==> src/rtl/pwm_capture_multi.sv <==
// pwm_capture_multi
//   Multi-channel PWM pulse-width receiver. Each channel synchronises its PWM
//   input, measures the active phase in clk cycles, publishes the result with
//   a one-cycle valid strobe, flags saturation and drops back to idle after a
//   programmable period without input transitions.
//
// Ports
//   i_clk      : single clock, rising edge
//   i_reset    : synchronous, active-low reset
//   i_pwm      : asynchronous PWM inputs, bit i = channel i
//   o_position : last measured width, channel i at [i*WIDTH +: WIDTH]
//   o_valid    : one-cycle strobe when position/sat take a new measurement
//   o_sat      : current position was clipped at 2^WIDTH-1
//   o_active   : channel has measured since the last reset or timeout
module pwm_capture_multi #(
  parameter int CHANNELS    = 4,
  parameter int WIDTH       = 10,
  parameter int TIMEOUT     = 1024,
  parameter int SYNC_STAGES = 2,
  parameter int INVERT      = 0
) (
  input  logic                      i_clk,
  input  logic                      i_reset,
  input  logic [CHANNELS-1:0]       i_pwm,
  output logic [CHANNELS*WIDTH-1:0] o_position,
  output logic [CHANNELS-1:0]       o_valid,
  output logic [CHANNELS-1:0]       o_sat,
  output logic [CHANNELS-1:0]       o_active
);

  localparam int TW = $clog2(TIMEOUT + 1);

  localparam logic [WIDTH-1:0] CNT_MAX  = {WIDTH{1'b1}};
  localparam logic [WIDTH-1:0] CNT_ONE  = {{(WIDTH-1){1'b0}}, 1'b1};
  localparam logic [TW-1:0]    TMR_ONE  = {{(TW-1){1'b0}}, 1'b1};
  localparam logic [TW-1:0]    TMR_LAST = TW'(TIMEOUT - 1);
  localparam logic [TW-1:0]    TMR_FULL = TW'(TIMEOUT);
  localparam logic             INV_BIT  = (INVERT != 0);
  // Raw level that makes the synchronised sample read as active, so the
  // FSM must see an inactive sample before it can start a measurement.
  localparam logic             SYNC_RST = ~INV_BIT;

  typedef enum logic [1:0] {
    ST_IDLE  = 2'd0,
    ST_ARMED = 2'd1,
    ST_COUNT = 2'd2
  } state_t;

  for (genvar g = 0; g < CHANNELS; g++) begin : g_ch
    logic [SYNC_STAGES-1:0] r_sync;
    logic                   r_prev;
    logic [TW-1:0]          r_timer;
    logic [WIDTH-1:0]       r_cnt;
    logic                   r_cnt_sat;
    state_t                 r_state;
    state_t                 w_state_nxt;
    logic [WIDTH-1:0]       r_pos;
    logic                   r_valid;
    logic                   r_sat;
    logic                   r_active;
    logic                   w_s;
    logic                   w_edge;
    logic                   w_timeout;
    logic                   w_load;
    logic                   w_inc;
    logic                   w_publish;

    assign w_s       = r_sync[SYNC_STAGES-1] ^ INV_BIT;
    assign w_edge    = (w_s != r_prev);
    // A transition always wins, so the timer only fires on a quiet sample.
    assign w_timeout = !w_edge && (r_timer == TMR_LAST);

    // Input synchroniser chain
    always_ff @(posedge i_clk) begin
      if (!i_reset) begin
        r_sync <= {SYNC_STAGES{SYNC_RST}};
      end else begin
        r_sync <= {r_sync[SYNC_STAGES-2:0], i_pwm[g]};
      end
    end

    // Previous sample and idle timer (saturates so the timeout fires once)
    always_ff @(posedge i_clk) begin
      if (!i_reset) begin
        r_prev  <= SYNC_RST ^ INV_BIT;
        r_timer <= {TW{1'b0}};
      end else begin
        r_prev <= w_s;
        if (w_edge) begin
          r_timer <= {TW{1'b0}};
        end else if (r_timer != TMR_FULL) begin
          r_timer <= r_timer + TMR_ONE;
        end
      end
    end

    // FSM state register
    always_ff @(posedge i_clk) begin
      if (!i_reset) begin
        r_state <= ST_IDLE;
      end else begin
        r_state <= w_state_nxt;
      end
    end

    // FSM next-state logic
    always_comb begin
      w_state_nxt = r_state;
      if (w_timeout) begin
        w_state_nxt = ST_IDLE;
      end else begin
        case (r_state)
          ST_IDLE:  w_state_nxt = w_s ? ST_IDLE  : ST_ARMED;
          ST_ARMED: w_state_nxt = w_s ? ST_COUNT : ST_ARMED;
          ST_COUNT: w_state_nxt = w_s ? ST_COUNT : ST_ARMED;
          default:  w_state_nxt = ST_IDLE;
        endcase
      end
    end

    // FSM action decode
    always_comb begin
      w_load    = 1'b0;
      w_inc     = 1'b0;
      w_publish = 1'b0;
      if (w_timeout) begin
        w_load    = 1'b0;
        w_inc     = 1'b0;
        w_publish = 1'b0;
      end else begin
        case (r_state)
          ST_ARMED: w_load = w_s;
          ST_COUNT: begin
            w_inc     = w_s;
            w_publish = !w_s;
          end
          default: begin
            w_load    = 1'b0;
            w_inc     = 1'b0;
            w_publish = 1'b0;
          end
        endcase
      end
    end

    // Width counter; holds at full scale and remembers that it clipped
    always_ff @(posedge i_clk) begin
      if (!i_reset) begin
        r_cnt     <= {WIDTH{1'b0}};
        r_cnt_sat <= 1'b0;
      end else if (w_load) begin
        r_cnt     <= CNT_ONE;
        r_cnt_sat <= 1'b0;
      end else if (w_inc) begin
        if (r_cnt == CNT_MAX) begin
          r_cnt_sat <= 1'b1;
        end else begin
          r_cnt <= r_cnt + CNT_ONE;
        end
      end
    end

    // Published result registers
    always_ff @(posedge i_clk) begin
      if (!i_reset) begin
        r_pos    <= {WIDTH{1'b0}};
        r_valid  <= 1'b0;
        r_sat    <= 1'b0;
        r_active <= 1'b0;
      end else begin
        r_valid <= w_publish;
        if (w_publish) begin
          r_pos    <= r_cnt;
          r_sat    <= r_cnt_sat;
          r_active <= 1'b1;
        end else if (w_timeout) begin
          r_pos    <= {WIDTH{1'b0}};
          r_sat    <= 1'b0;
          r_active <= 1'b0;
        end
      end
    end

    assign o_position[g*WIDTH +: WIDTH] = r_pos;
    assign o_valid[g]                   = r_valid;
    assign o_sat[g]                     = r_sat;
    assign o_active[g]                  = r_active;
  end

endmodule

==> config.mk <==
export PLATFORM = sky130hd
export DESIGN_NAME = pwm_capture_multi
export DESIGN_NICKNAME = d
export VERILOG_FILES = /design/src/rtl/pwm_capture_multi.sv
export SDC_FILE = /design/constraint.sdc
export NUM_CORES = 1
export LEC_CHECK = 0
export CORE_MARGIN = 3
export CORE_UTILIZATION = 35
export DETAILED_ROUTE_END_ITERATION = 7
export PLACE_DENSITY = 0.52
export SLEW_MARGIN = 0
export SYNTH_ARGS = -nofsm -noshare
export SYNTH_HDL_FRONTEND = slang
export SYNTH_SLANG_ARGS = --single-unit
==> constraint.sdc <==
create_clock -name i_clk -period 2.2 [get_ports i_clk]
set_input_delay 0.44 -clock i_clk [delete_from_list [all_inputs] [get_ports i_clk]]
set_output_delay 0.44 -clock i_clk [all_outputs]
set_load 0.01 [all_outputs]
* Word-level counts from Yosys, hierarchy flattened
Index checks and enable logic that the tools add are counted. Widths: inputs -> output; s select.
Word-level totals: logic and storage cells 205, output and inout bits 52, input port bits 6, register bits after elaboration 160
Operators by class: equality and inequality tests 28, reductions and logical operators 52, multiplexer cells 68, $add $sub $neg 8, bitwise logic cells 5
Operators with widths (number):
- $mux 10 | 8
- $mux 1 | 52
- $add 11x1->11 const B | 4
- $eq 11x10->1 const B | 4
- $ne 11x11->1 const B | 4
- $add 10x1->10 const B | 4
- $eq 10x10->1 const B | 4
- $reduce_or 2->1 | 16
- $reduce_and 2->1 | 12
- $pmux 2 s2 | 4
- $reduce_bool 2->1 | 8
- $eq 2x1->1 const B | 4
- $eq 2x2->1 const B | 4
- $logic_not 1->1 | 8
- $logic_not 2->1 | 4
- $mux 2 | 4
- $ne 2x2->1 const B | 4
- $not 1->1 | 5
- $logic_and 1x1->1 | 4
- $ne 1x1->1 | 4

* Depth between registers and ports, before layout
Gate-level depths: netlist of the first run.
depth in word-level cells 6, mapped depth 8, depth with buffers taken out 7

* Least setup slack after synthesis of the first run
No wires, ideal clock.
path type reg2reg, from register g_ch[1].r_timer[0], to register g_ch[1].r_valid, buffers on the path 1, required time 2.074 ns, library setup time 0.126 ns, stages on the path, launching flop included 8, setup slack 0.477 ns, period minus slack after synthesis 1.723 ns, arrival 1.597 ns, cell sequence dfxtp_1 > ha_1 > nand3_2 > nor2_1 > nand4_1 > o21ai_1 > buf_2 > nor2_1
Between the ends: cells in the longest elaborated chain, start to end 3
Ends and longest elaborated chain:
- start, declared | line 52 | logic [TW-1:0] r_timer;
- start signal, assigned | line 86 | r_timer <= {TW{1'b0}};
- start signal, assigned | line 90 | r_timer <= {TW{1'b0}};
- start signal, assigned | line 92 | r_timer <= r_timer + TMR_ONE;
- $eq 11x10->1 | line 71 | assign w_timeout = !w_edge && (r_timer == TMR_LAST);
- $logic_and 1x1->1 | line 71
- $mux 1 | line 126 | if (w_timeout) begin
- end signal, assigned | line 171 | r_valid <= w_publish;
- end, declared | line 58 | logic r_valid;
No other way between the ends. A chain may end at the register's enable or synchronous reset.

* Final worst setup path of the first run
from register g_ch[3].r_timer[0], to register g_ch[3].r_cnt[3]
Between the ends: cells in the longest elaborated chain, start to end 4, elaborated cells between the ends (all ways) 6, those cells by class 1 x eq/ne; 2 x mux; 3 x reduce/logical
Ends and longest elaborated chain:
- start, declared | line 52
- start signal, assigned | line 86
- start signal, assigned | line 90
- start signal, assigned | line 92
- $eq 11x10->1 (*) | line 71
- $logic_and 1x1->1 (*) | line 71
- $mux 1 | line 126
- $reduce_and 2->1 (no line) / $reduce_or 2->1 (equally long branches)
- end signal, assigned | line 149 | r_cnt <= {WIDTH{1'b0}};
- end signal, assigned | line 158 | r_cnt <= r_cnt + CNT_ONE;
- end, declared | line 53 | logic [WIDTH-1:0] r_cnt;
Mark *: on every way between the ends. The rest lies on a longest branch, timed or not.

==> reports/summary.md, run 1 <==
- standard cell core area: 0.0196 mm2
- clk slew on worst S/H paths: 0.07 ns
- leak pwr: 2.91 nW
- Top-Level Pins: 58
- final hold viol count: 0
- total wire length: 14.4 mm
- total global-route track usage: 0.140
- Max Cap Violations: 0
- area post-placement: 0.00783 mm2
- fraction of layout instances using a drive strength above 1: 0.0721
- crit path kind: register to register
- Horiz. Die Dim: 148 um
- setup total negative slack: 0 ns
- Ys Warns: 0
- Setup Viol. Count Final: 0
- mean number of vias per cell: 4.76
- sinks on the clock net: 160
- number of nets still failing antenna checks after routing: 0
- Worst Path Required: 2.51 ns
- critical path startpoint category: register
- pin count of the biggest net entering global routing: 21
- final clock skew: 0.0110 ns
- CTS Root Buffer Type: clkbuf_16
- Initial DRT Pass Iterations: 4
- worst-path cell with the longest stage delay: dfxtp_1
- total chip power: 0.00612 W
- starting DRC count in detailed routing: 224
- Die Span Y: 148 um
- transition time at the pin with the least slew margin: 0.846 ns
- die area: 0.0218 mm2
- EDFF count, synth: 0
- average size of a mapped cell: 8.56 um2
- cell-by-cell trace of the critical path: ha_1, and4_1, a31oi_1, buf_4, nand4b_1, xor2_1, nor2_1
- number of antenna repair diodes: 0
- Final Cell Area: 0.00842 mm2
- DRC Markers: 0
- worst vdd rail ir drop: 0.492 mV
- status: finished, final reports clean
- non-filler instance count after layout: 1153
- worst setup slack before clock tree synthesis: 0.345 ns
- global-route congestion overflow total: 0
- number of standard-cell rows in the floorplan: 51
- via count of the first global-routing pass: 5132
- delay contributed by the slowest stage of the critical path: 0.35 ns
- count of input and output buffers: 57
- Post-synth top cells: dfxtp_1, nand2_1, nor2_1
- share of synthesized area occupied by flip-flops and latches: 0.455
- Synth async-reset ratio: 0
- share of the clock period used by the worst path after layout: 0.832
- sort of element at the end of the critical path: register
- Longest Clk Path Bufs: 2
- starting density of the core: 0.359
- number of slew-limit violations in the final report: 0
- total standard cell area after synthesis: 0.00704 mm2
- tightest slew margin relative to the limit: 0.435
- Placer Congestion: 0.794
- detailed placement HPWL: 10.0 mm
- number of nets in the layout: 909
- Max H-tree Level: 4
- clock insertion delay at the later pin of the skew report: 0.43 ns
- area added between synthesis and finish: 19.6%
- area leader, netlist: dfxtp_1
- crit-path max FO: 8
- setup repair after global routing missed its margin: false
- synthesized flop and latch total: 160
- synth top area cells: dfxtp_1, nand2_1, nor2_1
- Hold Buf Count CTS: 0
- Cells after DPL: 1121
- share of the synthesized area in the top cell type: 0.455
- Via Count: 5483
- first-pass GRT wire length: 25.2 mm
- post-route setup slack: 0.369 ns
- Unique masters post-synth: 53
- Hold Path Class: register to register
- number of antenna violations at the first check in global routing: 1
- Post-Synthesis Net Count: 856
- most repeated cell in the gate-level netlist after synthesis: dfxtp_1
- number of buffers added by the clock tree synthesis step: 17
- number of cells produced by synthesis: 822
- CP arrival: 2.14 ns
- dominant register cell in the synthesized netlist: dfxtp_1
- post-layout minimum cycle time: 1.83 ns
- post-cts gate resize count: 0
- buffers inserted by post-CTS timing repair: 0
- detailed-route wire length per cell: 12.5 um
- TritonCTS clock tree: done
- number of fill cells: 2035
- power density of the placed cells: 727 mW/mm2
- maximum operating frequency: 0.546 GHz
power breakdown:
group | total [W] | internal, W | switching, W
logic | 0.000225 | 0.0000890 | 0.000136
clock network | 0.00292 | 0.00169 | 0.00124
registers | 0.00297 | 0.00293 | 0.0000399
state kept, by name, summed over array words and instances, names as in the netlist:
register	flops
g_ch.r_pos	40
g_ch.r_active	4
g_ch.r_timer	44
g_ch.r_valid	4
g_ch.r_state	8
g_ch.r_sync	8
g_ch.r_cnt	40
g_ch.r_sat	4
g_ch.r_prev	4
g_ch.r_cnt_sat	4
worst paths after layout:
path                                                       from                            end  slack, ns  cells past startpoint
worst max-delay path            g_ch[3].r_timer[0]$_SDFFE_PP0P_  g_ch[3].r_cnt[3]$_SDFFE_PP0P_       0.37                      7
worst min-delay path               g_ch[3].r_sync[0]$_SDFF_PN1_   g_ch[3].r_sync[1]$_SDFF_PN1_       0.41                      1
worst max register to register  g_ch[3].r_timer[0]$_SDFFE_PP0P_  g_ch[3].r_cnt[3]$_SDFFE_PP0P_       0.37                      7
worst min register to register     g_ch[3].r_sync[0]$_SDFF_PN1_   g_ch[3].r_sync[1]$_SDFF_PN1_       0.41                      1
worst max-delay path, delay by kind of cell, from the launching register on:
kind	cells	cell delay, ns
xor gates and xnor gates	1	0.15
AOI/OAI and AO/OA	1	0.31
buffers and inverters	1	0.23
DFF	1	0.35
and+or+nand+nor	3	0.42
adders and majority gates	1	0.25
kinds of logic (layout without fill, tap and decap cells):
| kind of cell | Yosys count | in the layout | synth area share |
|---|---|---|---|
| buf+inv | 63 | 129 | 0.0460 |
| mux | 4 | 4 | 0.00622 |
| compound gates | 81 | 81 | 0.0665 |
| xor+xnor | 67 | 67 | 0.0834 |
| flops | 160 | 160 | 0.455 |
| fa+ha+maj | 28 | 28 | 0.0498 |
| simple gates | 419 | 419 | 0.293 |
metal layers:
metal,vias to the layer above,GRT usage,wire length (um)
met5,-,0,11
met1,2526,0.194,7490
li1,2877,-,-
met3,15,0.0389,541
met2,63,0.213,6220
met4,2,0.0405,161
cell type report:
cell class	instances	area, um2	share of cell area
repair buffers	71	676	0.0803
well taps	265	332	0.0394
flip-flops and latches	160	3200	0.380
inverters	26	111	0.0132
clock inverters	14	156	0.0186
clock buffers	18	429	0.0510
multi-input cells	599	3510	0.417
stage by stage:
stage	util	hold slack (ns)
floorplan	-	0.386
global placement	0.400	0.390
detailed placement	0.400	0.392
CTS	0.430	0.407
global route	0.430	0.434
finish	0.430	0.406
cells in the final DEF (no fill, tap or decap), drive strengths merged, types with 2 or more instances in the layout:
cell type,instances
nor3,15
bufinv,3
nand4b,3
or3,3
inv,29
nand2b,18
nand4,23
clkinvlp,4
a21oi,60
a31oi,2
o311ai,2
clkbuf,18
o21ai,7
mux2,3
a21o,2
xor2,30
nor4,25
o311a,2
nor3b,5
and3,7
and4,9
xnor2,37
and2,3
and3b,2
nand2,137
clkinv,4
nor4b,5
nor2,114
buf,14
nor2b,5
clkdlybuf4s50,57
nand3,43
ha,28
dfxtp,160
a31o,2
Note: power is estimated with default switching activity, not from simulation.
==> run 2: changes to the inputs <==
Clock period 2.2 ns to 1.75 ns, I/O delays scaled along.
==> reports/summary.md, run 2 (synthesis results as in run 1) <==
- DRC Markers: 0
- detailed-route wire length per cell: 12.2 um
- CP arrival: 1.33 ns
- Longest Clk Path Bufs: 2
- maximum operating frequency: 0.596 GHz
- Hold Path Class: register to register
- share of the clock period used by the worst path after layout: 0.958
- final hold viol count: 0
- tightest slew margin relative to the limit: 0.638
- total global-route track usage: 0.139
- Worst Path Required: 1.40 ns
- via count of the first global-routing pass: 5291
- first-pass GRT wire length: 25.3 mm
- delay contributed by the slowest stage of the critical path: 0.55 ns
- commonest cells after routing, fill and taps aside: dfxtp_1, nand2_1, nor2_1, a21oi_1, buf_4
- Setup Viol. Count Final: 0
- detailed placement HPWL: 10.4 mm
- number of slew-limit violations in the final report: 0
- Initial DRT Pass Iterations: 5
- number of fill cells: 1941
- clock insertion delay at the later pin of the skew report: 0.42 ns
- Horiz. Die Dim: 148 um
- Final Cell Area: 0.00896 mm2
- flip-flop count of the largest register, all copies and words added: 44
- crit-path max FO: 2
- Bufs and invs on worst path: 1
- most common cell after layout, fill and taps aside: dfxtp_1
- Placer Congestion: 0.817
- area post-placement: 0.00826 mm2
- transition time at the pin with the least slew margin: 0.539 ns
- CTS Root Buffer Type: clkbuf_16
- standard cell core area: 0.0196 mm2
- worst-path cell with the longest stage delay: clkdlybuf4s50_1
- total chip power: 0.00770 W
- count of input and output buffers: 57
- clk slew on worst S/H paths: 0.06 ns
- Max H-tree Level: 4
- mean number of vias per cell: 4.73
- Hold Buf Count CTS: 0
- power density of the placed cells: 859 mW/mm2
- global-route congestion overflow total: 0
- Via Count: 5690
- sinks on the clock net: 160
- number of antenna repair diodes: 0
- largest register by flop count: g_ch.r_timer
- number of antenna violations at the first check in global routing: 0
- sort of element at the end of the critical path: output port
- fraction of layout instances using a drive strength above 1: 0.144
- post-layout util: 0.457
- leak pwr: 3.21 nW
- registers with the most flip-flops: g_ch.r_timer: 44 flops, g_ch.r_cnt: 40 flops, g_ch.r_pos: 40 flops
- number of standard-cell rows in the floorplan: 51
- pin count of the biggest net entering global routing: 17
- number of nets in the layout: 959
- TritonCTS clock tree: done
- cell-by-cell trace of the critical path: clkdlybuf4s50_1
- Max Cap Violations: 0
- crit path kind: register to output port
- number of nets still failing antenna checks after routing: 0
- critical path startpoint category: register
- worst vdd rail ir drop: 0.678 mV
- area added between synthesis and finish: 27.3%
- die area: 0.0218 mm2
- total wire length: 14.7 mm
- post-layout minimum cycle time: 1.68 ns
- Top-Level Pins: 58
- buffers inserted by post-CTS timing repair: 0
- Die Span Y: 148 um
- starting density of the core: 0.359
- starting DRC count in detailed routing: 185
- final clock skew: 0.00826 ns
- number of buffers added by the clock tree synthesis step: 17
- status: finished, final reports clean
- CP top delay family: buffers and inverters
==> run 2: changes by cell type in the layout (fill, tap and decap cells not counted), sizes merged <==
cell      before  now
clkbuf        18   21
clkinvlp       4    2
inv           29   27
buf           14   64
clkinv         4    6
bufinv         3    2
==> run 2: layout make-up <==
| cell class | count | area (um2) | share of cell area |
|---|---|---|---|
| Timing Repair Buffer | 121 | 1110 | 0.124 |
| Clock buffer | 21 | 480 | 0.0536 |
| Inverter | 26 | 111 | 0.0124 |
| Sequential cell | 160 | 3200 | 0.358 |
| Tap cell | 265 | 332 | 0.0370 |
| Multi-Input combinational cell | 599 | 3620 | 0.404 |
| Clock inverter | 11 | 104 | 0.0116 |
==> run 2: worst paths after layout <==
| kind | from | endpoint | slack, ns | depth (start not counted) |
|---|---|---|---|---|
| worst max register to register | g_ch[0].r_timer[1]$_SDFFE_PP0P_ | g_ch[0].r_cnt[5]$_SDFFE_PP0P_ | 0.12 | 7 |
| worst max-delay path | g_ch[0].r_pos[0]$_SDFFE_PN0P_ | o_position[0] | 0.07 | 1 |
| worst min-delay path | g_ch[1].r_sync[0]$_SDFF_PN1_ | g_ch[1].r_sync[1]$_SDFF_PN1_ | 0.40 | 1 |
| worst min register to register | g_ch[1].r_sync[0]$_SDFF_PN1_ | g_ch[1].r_sync[1]$_SDFF_PN1_ | 0.40 | 1 |
==> run 2: worst reg2reg max path: stages (launching register included) <==
cell	delay, ns
dfxtp_1	0.35
ha_2	0.22
nand3_1	0.15
o311ai_2	0.33
buf_4	0.19
nor3_1	0.07
xnor2_1	0.16
nor2_1	0.05
==> run 2: layer usage <==
metal  GRT usage  wire length [um]
met5           0                 0
met4      0.0433               169
met3      0.0383               539
met2       0.211              6480
met1       0.193              7490
==> run 2: per-stage QoR <==
| step | cells | hold slack (ns) | setup TNS (ns) | setup WS [ns] |
|---|---|---|---|---|
| 2_1_floorplan | 822 | 0.386 | 0 | 0.0268 |
| 3_3_place_gp | 1171 | 0.389 | 0 | 0.0139 |
| 3_5_place_dp | 1171 | 0.391 | 0 | 0.0204 |
| 4_1_cts | 1203 | 0.406 | 0 | 0.0125 |
| 5_1_grt | 1203 | 0.414 | -0.0123 | -0.00441 |
| 6_report | 1203 | 0.403 | 0 | 0.0734 |
==> run 2: repair_timing <==
| action | 4_1_cts | 5_1_grt |
|---|---|---|
| gates resized for setup | 0 | 26 |
| endpoints found under the setup margin | 0 | 78 |
| endpoints found under the hold margin | 0 | 0 |
==> run 2: where the power goes <==
part           leakage [nW]  switching [W]  total, W  internal (W)
Combinational          1.63       0.000197  0.000356      0.000159
Clock                 0.286        0.00150   0.00361       0.00212
Sequential             1.29      0.0000368   0.00373       0.00369
Total                  3.21        0.00173   0.00770       0.00596
==> run 3: changes to the inputs <==
Settings changed: HOLD_SLACK_MARGIN from default to 0.05.
==> results of run 3 <==
Same layout as run 2: the final DEF is identical, and so are final timing and power.
